File: src/rtl/lcd_write_sequencer_if.sv
// Handshake between the LCD control FSM (master) and the write-timing sequencer (slave).
interface lcd_write_sequencer_if;
    logic       write;
    logic       nibble_only;
    logic [7:0] data;
    logic       rs;
    logic       ready;
    logic       write_done;

    modport master (
        output write, nibble_only, data, rs,
        input  ready, write_done
    );

    modport slave (
        input  write, nibble_only, data, rs,
        output ready, write_done
    );
endinterface

File: src/rtl/lcd_write_sequencer.sv
// Drives 4-bit character-LCD pins with setup, E-pulse, nibble-gap and execution-wait timing.
// Optional macro LCD_LONG_CMD_WAIT_EN: clear/return-home commands get the long execution wait.
module lcd_write_sequencer #(
    parameter int SETUP_CYCLES      = 2,
    parameter int PULSE_CYCLES      = 12,
    parameter int NIBBLE_GAP_CYCLES = 50,
    parameter int BYTE_WAIT_CYCLES  = 2000,
    parameter int CLEAR_WAIT_CYCLES = 82000
) (
    input  logic                  clk,
    input  logic                  rst_n,
    lcd_write_sequencer_if.slave  host,
    output logic                  lcd_e,
    output logic                  lcd_rs,
    output logic                  lcd_rw,
    output logic                  lcd_sf_ce,
    output logic [3:0]            lcd_data
);
    typedef enum logic [2:0] {
        S_IDLE, S_SETUP_H, S_PULSE_H, S_GAP, S_SETUP_L, S_PULSE_L, S_WAIT, S_DONE
    } state_t;

    state_t      state, next_state;
    logic [19:0] count, next_count;
    logic [19:0] wait_load;
    logic [7:0]  cap_data, src_data;
    logic        cap_rs, src_rs;
    logic        cap_nib, src_nib;
    logic        long_wait;
    logic        bus_e, bus_rs;
    logic [3:0]  bus_data;

    assign lcd_rw    = 1'b0;
    assign lcd_sf_ce = 1'b1;

`ifdef LCD_LONG_CMD_WAIT_EN
    assign long_wait = !cap_rs && !cap_nib &&
                       (cap_data == 8'h01 || cap_data == 8'h02 || cap_data == 8'h03);
`else
    assign long_wait = 1'b0;
`endif

    assign wait_load = long_wait ? 20'(CLEAR_WAIT_CYCLES - 1) : 20'(BYTE_WAIT_CYCLES - 1);

    always_ff @(posedge clk) begin
        if (!rst_n) begin
            state <= S_IDLE;
            count <= '0;
        end else begin
            state <= next_state;
            count <= next_count;
        end
    end

    // Each state lasts (load + 1) cycles; the counter is reloaded only on a state change.
    always_comb begin
        next_state = state;
        next_count = (count != 20'd0) ? count - 20'd1 : 20'd0;
        src_data   = cap_data;
        src_rs     = cap_rs;
        src_nib    = cap_nib;
        bus_e      = 1'b0;
        bus_rs     = 1'b0;
        bus_data   = 4'h0;

        if (state == S_IDLE) begin
            src_data = host.data;
            src_rs   = host.rs;
            src_nib  = host.nibble_only;
        end

        case (state)
            S_IDLE: begin
                if (host.write) begin
                    next_state = S_SETUP_H;
                    next_count = 20'(SETUP_CYCLES - 1);
                end
            end
            S_SETUP_H: begin
                if (count == 20'd0) begin
                    next_state = S_PULSE_H;
                    next_count = 20'(PULSE_CYCLES - 1);
                end
            end
            S_PULSE_H: begin
                if (count == 20'd0) begin
                    if (cap_nib) begin
                        next_state = S_WAIT;
                        next_count = wait_load;
                    end else begin
                        next_state = S_GAP;
                        next_count = 20'(NIBBLE_GAP_CYCLES - 1);
                    end
                end
            end
            S_GAP: begin
                if (count == 20'd0) begin
                    next_state = S_SETUP_L;
                    next_count = 20'(SETUP_CYCLES - 1);
                end
            end
            S_SETUP_L: begin
                if (count == 20'd0) begin
                    next_state = S_PULSE_L;
                    next_count = 20'(PULSE_CYCLES - 1);
                end
            end
            S_PULSE_L: begin
                if (count == 20'd0) begin
                    next_state = S_WAIT;
                    next_count = wait_load;
                end
            end
            S_WAIT: begin
                if (count == 20'd0) begin
                    next_state = S_DONE;
                    next_count = 20'd0;
                end
            end
            S_DONE: begin
                next_state = S_IDLE;
                next_count = 20'd0;
            end
            default: begin
                next_state = S_IDLE;
                next_count = 20'd0;
            end
        endcase

        // Pins are decoded from the upcoming state so the registered outputs line up with it.
        case (next_state)
            S_SETUP_H, S_PULSE_H, S_GAP: begin
                bus_rs   = src_rs;
                bus_data = src_nib ? src_data[3:0] : src_data[7:4];
                bus_e    = (next_state == S_PULSE_H);
            end
            S_SETUP_L, S_PULSE_L, S_WAIT, S_DONE: begin
                bus_rs   = src_rs;
                bus_data = src_data[3:0];
                bus_e    = (next_state == S_PULSE_L);
            end
            default: begin
                bus_rs   = 1'b0;
                bus_data = 4'h0;
                bus_e    = 1'b0;
            end
        endcase
    end

    always_ff @(posedge clk) begin
        if (!rst_n) begin
            cap_data        <= 8'h00;
            cap_rs          <= 1'b0;
            cap_nib         <= 1'b0;
            lcd_e           <= 1'b0;
            lcd_rs          <= 1'b0;
            lcd_data        <= 4'h0;
            host.ready      <= 1'b1;
            host.write_done <= 1'b0;
        end else begin
            if (state == S_IDLE && host.write) begin
                cap_data <= host.data;
                cap_rs   <= host.rs;
                cap_nib  <= host.nibble_only;
            end
            lcd_e           <= bus_e;
            lcd_rs          <= bus_rs;
            lcd_data        <= bus_data;
            host.ready      <= (next_state == S_IDLE);
            host.write_done <= (next_state == S_DONE);
        end
    end
endmodule

File: src/flat_wrapper.sv
// flat-port wrapper written by rule: the top's interface ports become plain ports
module lcd_write_sequencer_flat 
#(
    parameter int SETUP_CYCLES      = 2,
    parameter int PULSE_CYCLES      = 12,
    parameter int NIBBLE_GAP_CYCLES = 50,
    parameter int BYTE_WAIT_CYCLES  = 2000,
    parameter int CLEAR_WAIT_CYCLES = 82000
)
  (clk, rst_n, lcd_e, lcd_rs, lcd_rw, lcd_sf_ce, lcd_data, host_write, host_nibble_only, host_data, host_rs, host_ready, host_write_done);
  lcd_write_sequencer_if host_i ();
  input  logic clk;
  input  logic rst_n;
  output logic lcd_e;
  output logic lcd_rs;
  output logic lcd_rw;
  output logic lcd_sf_ce;
  output logic [3:0] lcd_data;
  input wire logic [$bits(host_i.write)-1:0] host_write;
  input wire logic [$bits(host_i.nibble_only)-1:0] host_nibble_only;
  input wire logic [$bits(host_i.data)-1:0] host_data;
  input wire logic [$bits(host_i.rs)-1:0] host_rs;
  output wire logic [$bits(host_i.ready)-1:0] host_ready;
  output wire logic [$bits(host_i.write_done)-1:0] host_write_done;
  assign host_i.write = host_write;
  assign host_i.nibble_only = host_nibble_only;
  assign host_i.data = host_data;
  assign host_i.rs = host_rs;
  assign host_ready = host_i.ready;
  assign host_write_done = host_i.write_done;
  lcd_write_sequencer #(.SETUP_CYCLES(SETUP_CYCLES), .PULSE_CYCLES(PULSE_CYCLES), .NIBBLE_GAP_CYCLES(NIBBLE_GAP_CYCLES), .BYTE_WAIT_CYCLES(BYTE_WAIT_CYCLES), .CLEAR_WAIT_CYCLES(CLEAR_WAIT_CYCLES)) u_core (.clk(clk), .rst_n(rst_n), .host(host_i), .lcd_e(lcd_e), .lcd_rs(lcd_rs), .lcd_rw(lcd_rw), .lcd_sf_ce(lcd_sf_ce), .lcd_data(lcd_data));
endmodule
File: config.mk
export PLATFORM = sky130hd
export DESIGN_NAME = lcd_write_sequencer_flat
export DESIGN_NICKNAME = d
export VERILOG_FILES = /design/src/rtl/lcd_write_sequencer_if.sv /design/src/rtl/lcd_write_sequencer.sv /design/src/flat_wrapper.sv
export SDC_FILE = /design/constraint.sdc
export NUM_CORES = 1
export LEC_CHECK = 0
export BUFFER_PORTS_ARGS = -buffer_cell sky130_fd_sc_hd__buf_2
export CORE_UTILIZATION = 58
export DETAILED_ROUTE_END_ITERATION = 7
export PLACE_DENSITY = 0.89
export REMOVE_ABC_BUFFERS = 1
export SETUP_SLACK_MARGIN = 0.3
export SLEW_MARGIN = 20
export SYNTH_ARGS = -nofsm -noshare
export SYNTH_HDL_FRONTEND = slang
export SYNTH_SLANG_ARGS = --single-unit
File: constraint.sdc
create_clock -name clk -period 2.3 [get_ports clk]
set_input_delay 0.345 -clock clk [delete_from_list [all_inputs] [get_ports clk]]
set_output_delay 0.345 -clock clk [all_outputs]
set_load 0.005 [all_outputs]
Word-level counts from Yosys, hierarchy flattened
Cells that the tools add are included.
{"block": "totals", "elab_cells": 59, "in_bits": 13, "output_inout_bits": 10, "reg_bits": 41}
{"block": "op_classes", "eq_ne": 14, "n_reduce_logical": 10, "mux": 24, "addsub": 1}
{"cell": "$mux W20", "n": 7}
{"cell": "$pmux W20 S7", "n": 1}
{"cell": "$eq A3 B3 Y1 const B", "n": 8}
{"cell": "$mux W3", "n": 8}
{"cell": "$pmux W3 S8", "n": 1}
{"cell": "$logic_not A20 Y1", "n": 1}
{"cell": "$reduce_bool A20 Y1", "n": 1}
{"cell": "$sub A20 B1 Y20 const B", "n": 1}
{"cell": "$eq A3 B2 Y1 const B", "n": 4}
{"cell": "$mux W11", "n": 1}
{"cell": "$mux W8", "n": 1}
{"cell": "$pmux W4 S2", "n": 1}
{"cell": "$reduce_or A7 Y1", "n": 1}
{"cell": "$eq A3 B1 Y1 const B", "n": 2}
{"cell": "$logic_not A3 Y1", "n": 2}
{"cell": "$mux W4", "n": 1}
{"cell": "$reduce_or A4 Y1", "n": 1}
{"cell": "$reduce_or A3 Y1", "n": 1}
{"cell": "$mux W1", "n": 2}
{"cell": "$pmux W1 S2", "n": 1}
{"cell": "$reduce_and A2 Y1", "n": 1}
{"cell": "$reduce_or A2 Y1", "n": 1}
{"cell": "$logic_and A1 B1 Y1", "n": 1}

Logic depth before layout (Yosys ltp)
{"block": "depth", "depth_word": 6, "depth_mapped": 9, "ltp_nobuf": 7}

Worst setup path after synthesis
OpenSTA, ideal clock, no wires.
{"block": "synth_path", "kind": "reg2reg", "startpoint": "register u_core.count[12]", "endpoint": "register u_core.state[1]", "arrival_time_ns": 1.867, "required_ns": 2.184, "setup_time_ns": 0.116, "path_buffers": 2, "synth_period_minus_slack_ns": 1.983, "path_stages_with_launch": 8, "path_slack_ns": 0.317, "cell_sequence": "dfxtp_1 > or4_1 > nor4_4 > buf_6 > and2_1 > buf_6 > o21ai_1 > a31o_2"}
{"block": "synth_between", "elab_chain_len": 3, "word_cells_on_any_way": 8, "classes_between": "7 x mux; 1 x reduce/logical"}
{"item": "start: declaration", "line_no": "lcd_write_sequencer.sv:24", "rtl": "logic [19:0] count, next_count;"}
{"item": "start signal: assignment", "line_no": "lcd_write_sequencer.sv:51", "rtl": "count <= next_count;"}
{"item": "$logic_not A20 Y1 *"}
{"item": "$mux W3, or another cell as far along", "line_no": "lcd_write_sequencer.sv:115", "rtl": "if (count == 20'd0) begin"}
{"item": "$pmux W3 S8 *", "line_no": "lcd_write_sequencer.sv:72", "rtl": "case (state)"}
{"item": "end signal: assignment", "line_no": "lcd_write_sequencer.sv:50", "rtl": "state <= next_state;"}
{"item": "end: declaration", "line_no": "lcd_write_sequencer.sv:23", "rtl": "state_t state, next_state;"}
Mark *: on every way between the ends. The rest lies on a longest branch, timed or not.
A chain may end at the register's enable or synchronous reset.

Worst setup path after layout
{"block": "layout_path", "startpoint": "register u_core.count[17]", "endpoint": "register u_core.lcd_data[1]"}
{"block": "layout_between", "elab_chain_len": 6, "word_cells_on_any_way": 18, "classes_between": "7 x eq/ne; 8 x mux; 3 x reduce/logical"}
{"item": "$logic_not A20 Y1 *"}
{"item": "$mux W3, or another cell as far along", "line_no": "lcd_write_sequencer.sv:115"}
{"item": "$pmux W3 S8 *", "line_no": "lcd_write_sequencer.sv:72"}
{"item": "$eq A3 B3 Y1, or another cell as far along", "line_no": "lcd_write_sequencer.sv:131", "rtl": "case (next_state)"}
{"item": "$reduce_or A4 Y1 / $reduce_or A3 Y1 (equally long branches)"}
{"item": "$pmux W4 S2 *", "line_no": "lcd_write_sequencer.sv:131"}
{"item": "end signal: assignment", "line_no": "lcd_write_sequencer.sv:168", "rtl": "lcd_data <= bus_data;"}
{"item": "end: declaration", "line_no": "lcd_write_sequencer.sv:17", "rtl": "output logic [3:0] lcd_data"}
Marks and branches as above.

==> summary.md <==
| Metric | Value |
|---|---|
| # IOs | `23` |
| Post-route insts no fill | `344` |
| Worst EP required | `2.53 ns` |
| Post-layout nets | `310` |
| Reg area | `827 µm²` |
| CTS tree | `yes` |
| EDFF count, synth | `0` |
| CTS root buf | `clkbuf_8` |
| Post-Route Setup TNS | `0 ns` |
| Crit path DAT | `2.30 ns` |
| Hold Path Class | `in2reg` |
| Final wirelength | `5400 µm` |
| Tcrit/Tclk final | `0.902` |
| Num CTS Buffers | `5` |
| Yosys reg bits | `41` |
| Skew-Pair Late Insertion Delay | `0.30 ns` |
| Post-synthesis simple-gate area fraction | `0.258` |
| Routed Antenna Nets | `0` |
| Number of DRC markers in iteration 0 | `176` |
| Fmax | `482 MHz` |
| Vias | `2083` |
| IR Drop Worst-Case VDD | `640 µV` |
| Main combinational cell family by area after synthesis | `simple AND/OR/NAND/NOR gates` |
| Layout cell share with drive strength beyond 1 | `0.260` |
| Compound-Gate Fraction of Synth Area | `0.191` |
| H-tree depth | `2` |
| Final WS setup | `0.226 ns` |
| Pre-CTS WS | `0.0831 ns` |
| Max-Slew Margin vs Limit | `0.654` |
| # DRC | `0` |
| Row count | `22` |
| Clock tree buffer depth | `2` |
| ANT cells | `0` |
| Area of the multi-input gates | `1310 µm²` |
| Area growth syn-to-layout | `18.0%` |
| Synth cell types | `51` |
| Asr flop ratio synth | `0` |
| Clock transition at path regs | `0.08 ns` |
| Hold buffers post-CTS | `0` |
| Layout fillers | `258` |
| Slew @ Worst Pin | `0.519 ns` |
| Worst setup EP type | `flip-flop` |
| Synth Instances | `265` |
| Die Footprint | `4040 µm²` |
| Leak | `1.07 nW` |
| Critical path type | `reg2reg` |
| Post-synthesis xor/xnor area fraction | `0.0677` |
| Number of global-route vias before repair | `1937` |
| GPL Wtd Cong | `0.948` |
| Initial antenna violation count | `0` |
| Synth Flop Type | `dfxtp_1` |
| Drt wl/cell | `15.7 µm` |
| Drt pass-1 iters | `5` |
| Final setup vio count | `0` |
| Initial Utilization | `0.601` |
| Mux cell area share after synthesis | `0.0387` |
| Largest net degree at the start of global routing | `21` |
| Die X | `63.6 µm` |
| Outcome | `completed` |
| RSZ-0062 raised after global routing | `true` |
| Pwr Total | `0.00411 W` |
| Die Ht | `63.6 µm` |
| Crit path time final | `2.07 ns` |
| Max Cap Violations | `0` |
| Register area share after synthesis | `0.373` |
| DP Cell Count | `328` |
| Via density | `6.06` |
| Power per Cell Area | `1580 nW/µm²` |
| Clock sink count | `41` |
| Final hold vios | `0` |
| Element type at the critical path start | `flip-flop` |
| Core Region | `3660 µm²` |
| Clock Skew | `0.00508 ns` |
| DP Wirelength | `3530 µm` |
| Slew Viols, Final | `0` |
| Average size of a mapped cell | `8.31 µm²` |
| CP max FO | `6` |
| Port Buffers | `20` |
| Overflow after GRT | `0` |
| First-pass GRT wire length | `8740 µm` |
| Synth Cell Area | `2200 µm²` |
| Ys Warns | `0` |
| Post-Synth Adder-Cell Area | `0.0114` |
| GRT Total Usage | `0.280` |
[worst max-delay path: stages (launching register included)]
cell	delay (ns)
dfxtp_2	0.33
or4_4	0.57
nor4_4	0.27
buf_4	0.20
a21oi_2	0.06
a311o_1	0.37
o22ai_2	0.19
[cell families (layout without fill, tap and decap cells)]
| logic type | after synthesis | after routing |
|---|---|---|
| xor+xnor | 17 | 17 |
| other cells | 2 | 2 |
| fa+ha+maj | 2 | 2 |
| mux | 8 | 8 |
| simple gates | 110 | 110 |
| compound gates | 62 | 62 |
| buf+inv | 23 | 54 |
| flops | 41 | 41 |
[synth_stat cells, drive strengths merged (2+ instances only)]
library cell / number / share of area
dfxtp: 41 / 0.37
nand2: 34 / 0.058
nor2: 23 / 0.039
nand3: 16 / 0.039
o21ai: 14 / 0.032
a21boi: 13 / 0.046
a21oi: 12 / 0.029
buf: 12 / 0.038
xor2: 10 / 0.040
nor3: 7 / 0.016
xnor2: 7 / 0.028
inv: 6 / 0.010
and3: 5 / 0.014
clkbuf: 5 / 0.0085
nor4: 5 / 0.021
a211oi: 4 / 0.014
and2: 4 / 0.011
mux2: 4 / 0.020
mux2i: 4 / 0.018
nand4: 4 / 0.011
o22ai: 4 / 0.011
or4: 3 / 0.012
a31oi: 2 / 0.0057
a41o: 2 / 0.0091
and4: 2 / 0.0080
conb: 2 / 0.0034
ha: 2 / 0.011
nor2b: 2 / 0.0057
o211ai: 2 / 0.0068
[per-layer routing]
layer	vias to the layer above	track usage	routed length, µm
li1	1005	-	-
met1	967	0.335	2250
met5	-	0	0
met2	88	0.463	2640
met4	0	0.156	194
met3	23	0.0598	314
[layout make-up]
cell class,count,share of cell area
clock inverter,2,0.0145
tap,48,0.0231
clock buffer,6,0.0318
multi-input combinational,201,0.506
inverter,6,0.00867
sequential,41,0.319
timing repair buffer,40,0.0978
[power breakdown]
group          switching [W]  internal, W
combinational        0.00128      0.00108
sequential          0.000211     0.000919
clock               0.000257     0.000353
total                0.00175      0.00235
[stage by stage]
step / hold WS (ns) / area (µm²) / utilization
after floorplan: 0.437 / 2100 / -
after global placement: 0.452 / 2350 / 0.643
after detailed placement: 0.451 / 2350 / 0.643
after CTS: 0.287 / 2540 / 0.693
after global routing: 0.287 / 2600 / 0.709
final: 0.288 / 2600 / 0.709
[state kept, by name, indices dropped and copies added (netlist names)]
register and count:
u_core.cap_data 8, u_core.cap_nib 1, u_core.cap_rs 1, u_core.count 20, u_core.host.ready 1, u_core.host.write_done 1
u_core.lcd_data 4, u_core.lcd_e 1, u_core.lcd_rs 1, u_core.state 3
[worst paths after layout]
path | start | end | slack (ns) | depth (start not counted)
max | u_core.count[17]$_SDFF_PN0_ | u_core.lcd_data[1]$_SDFF_PN0_ | 0.23 | 6
min reg2reg | u_core.cap_rs$_SDFFE_PN0P_ | u_core.lcd_rs$_SDFF_PN0_ | 0.46 | 2
min | host_rs | u_core.lcd_rs$_SDFF_PN0_ | 0.29 | 3
max reg2reg | u_core.count[17]$_SDFF_PN0_ | u_core.lcd_data[1]$_SDFF_PN0_ | 0.23 | 6
[layout by cell type, fill, tap and decap left out, types with 3 or more instances in the layout]
cell	n
nand4_1	4
mux2i_1	4
buf_2	20
clkbuf_8	6
nand2_1	33
dfxtp_1	36
and3_1	5
nor2_1	23
nor4_1	4
o21ai_0	13
a21oi_1	11
buf_4	19
o22ai_1	3
nor3_1	6
nand3_1	15
xor2_1	10
dfxtp_2	5
mux2_2	4
inv_1	4
a21boi_0	10
xnor2_1	7
[timing repair]
item                                    in CTS  in global routing
resized for setup                            9                 14
endpoints found under the setup margin      19                 20
setup buffers                                6                  2
endpoints found under the hold margin        0                  0
pin swaps                                    4                 11
Power figures use the tool's default switching activity.
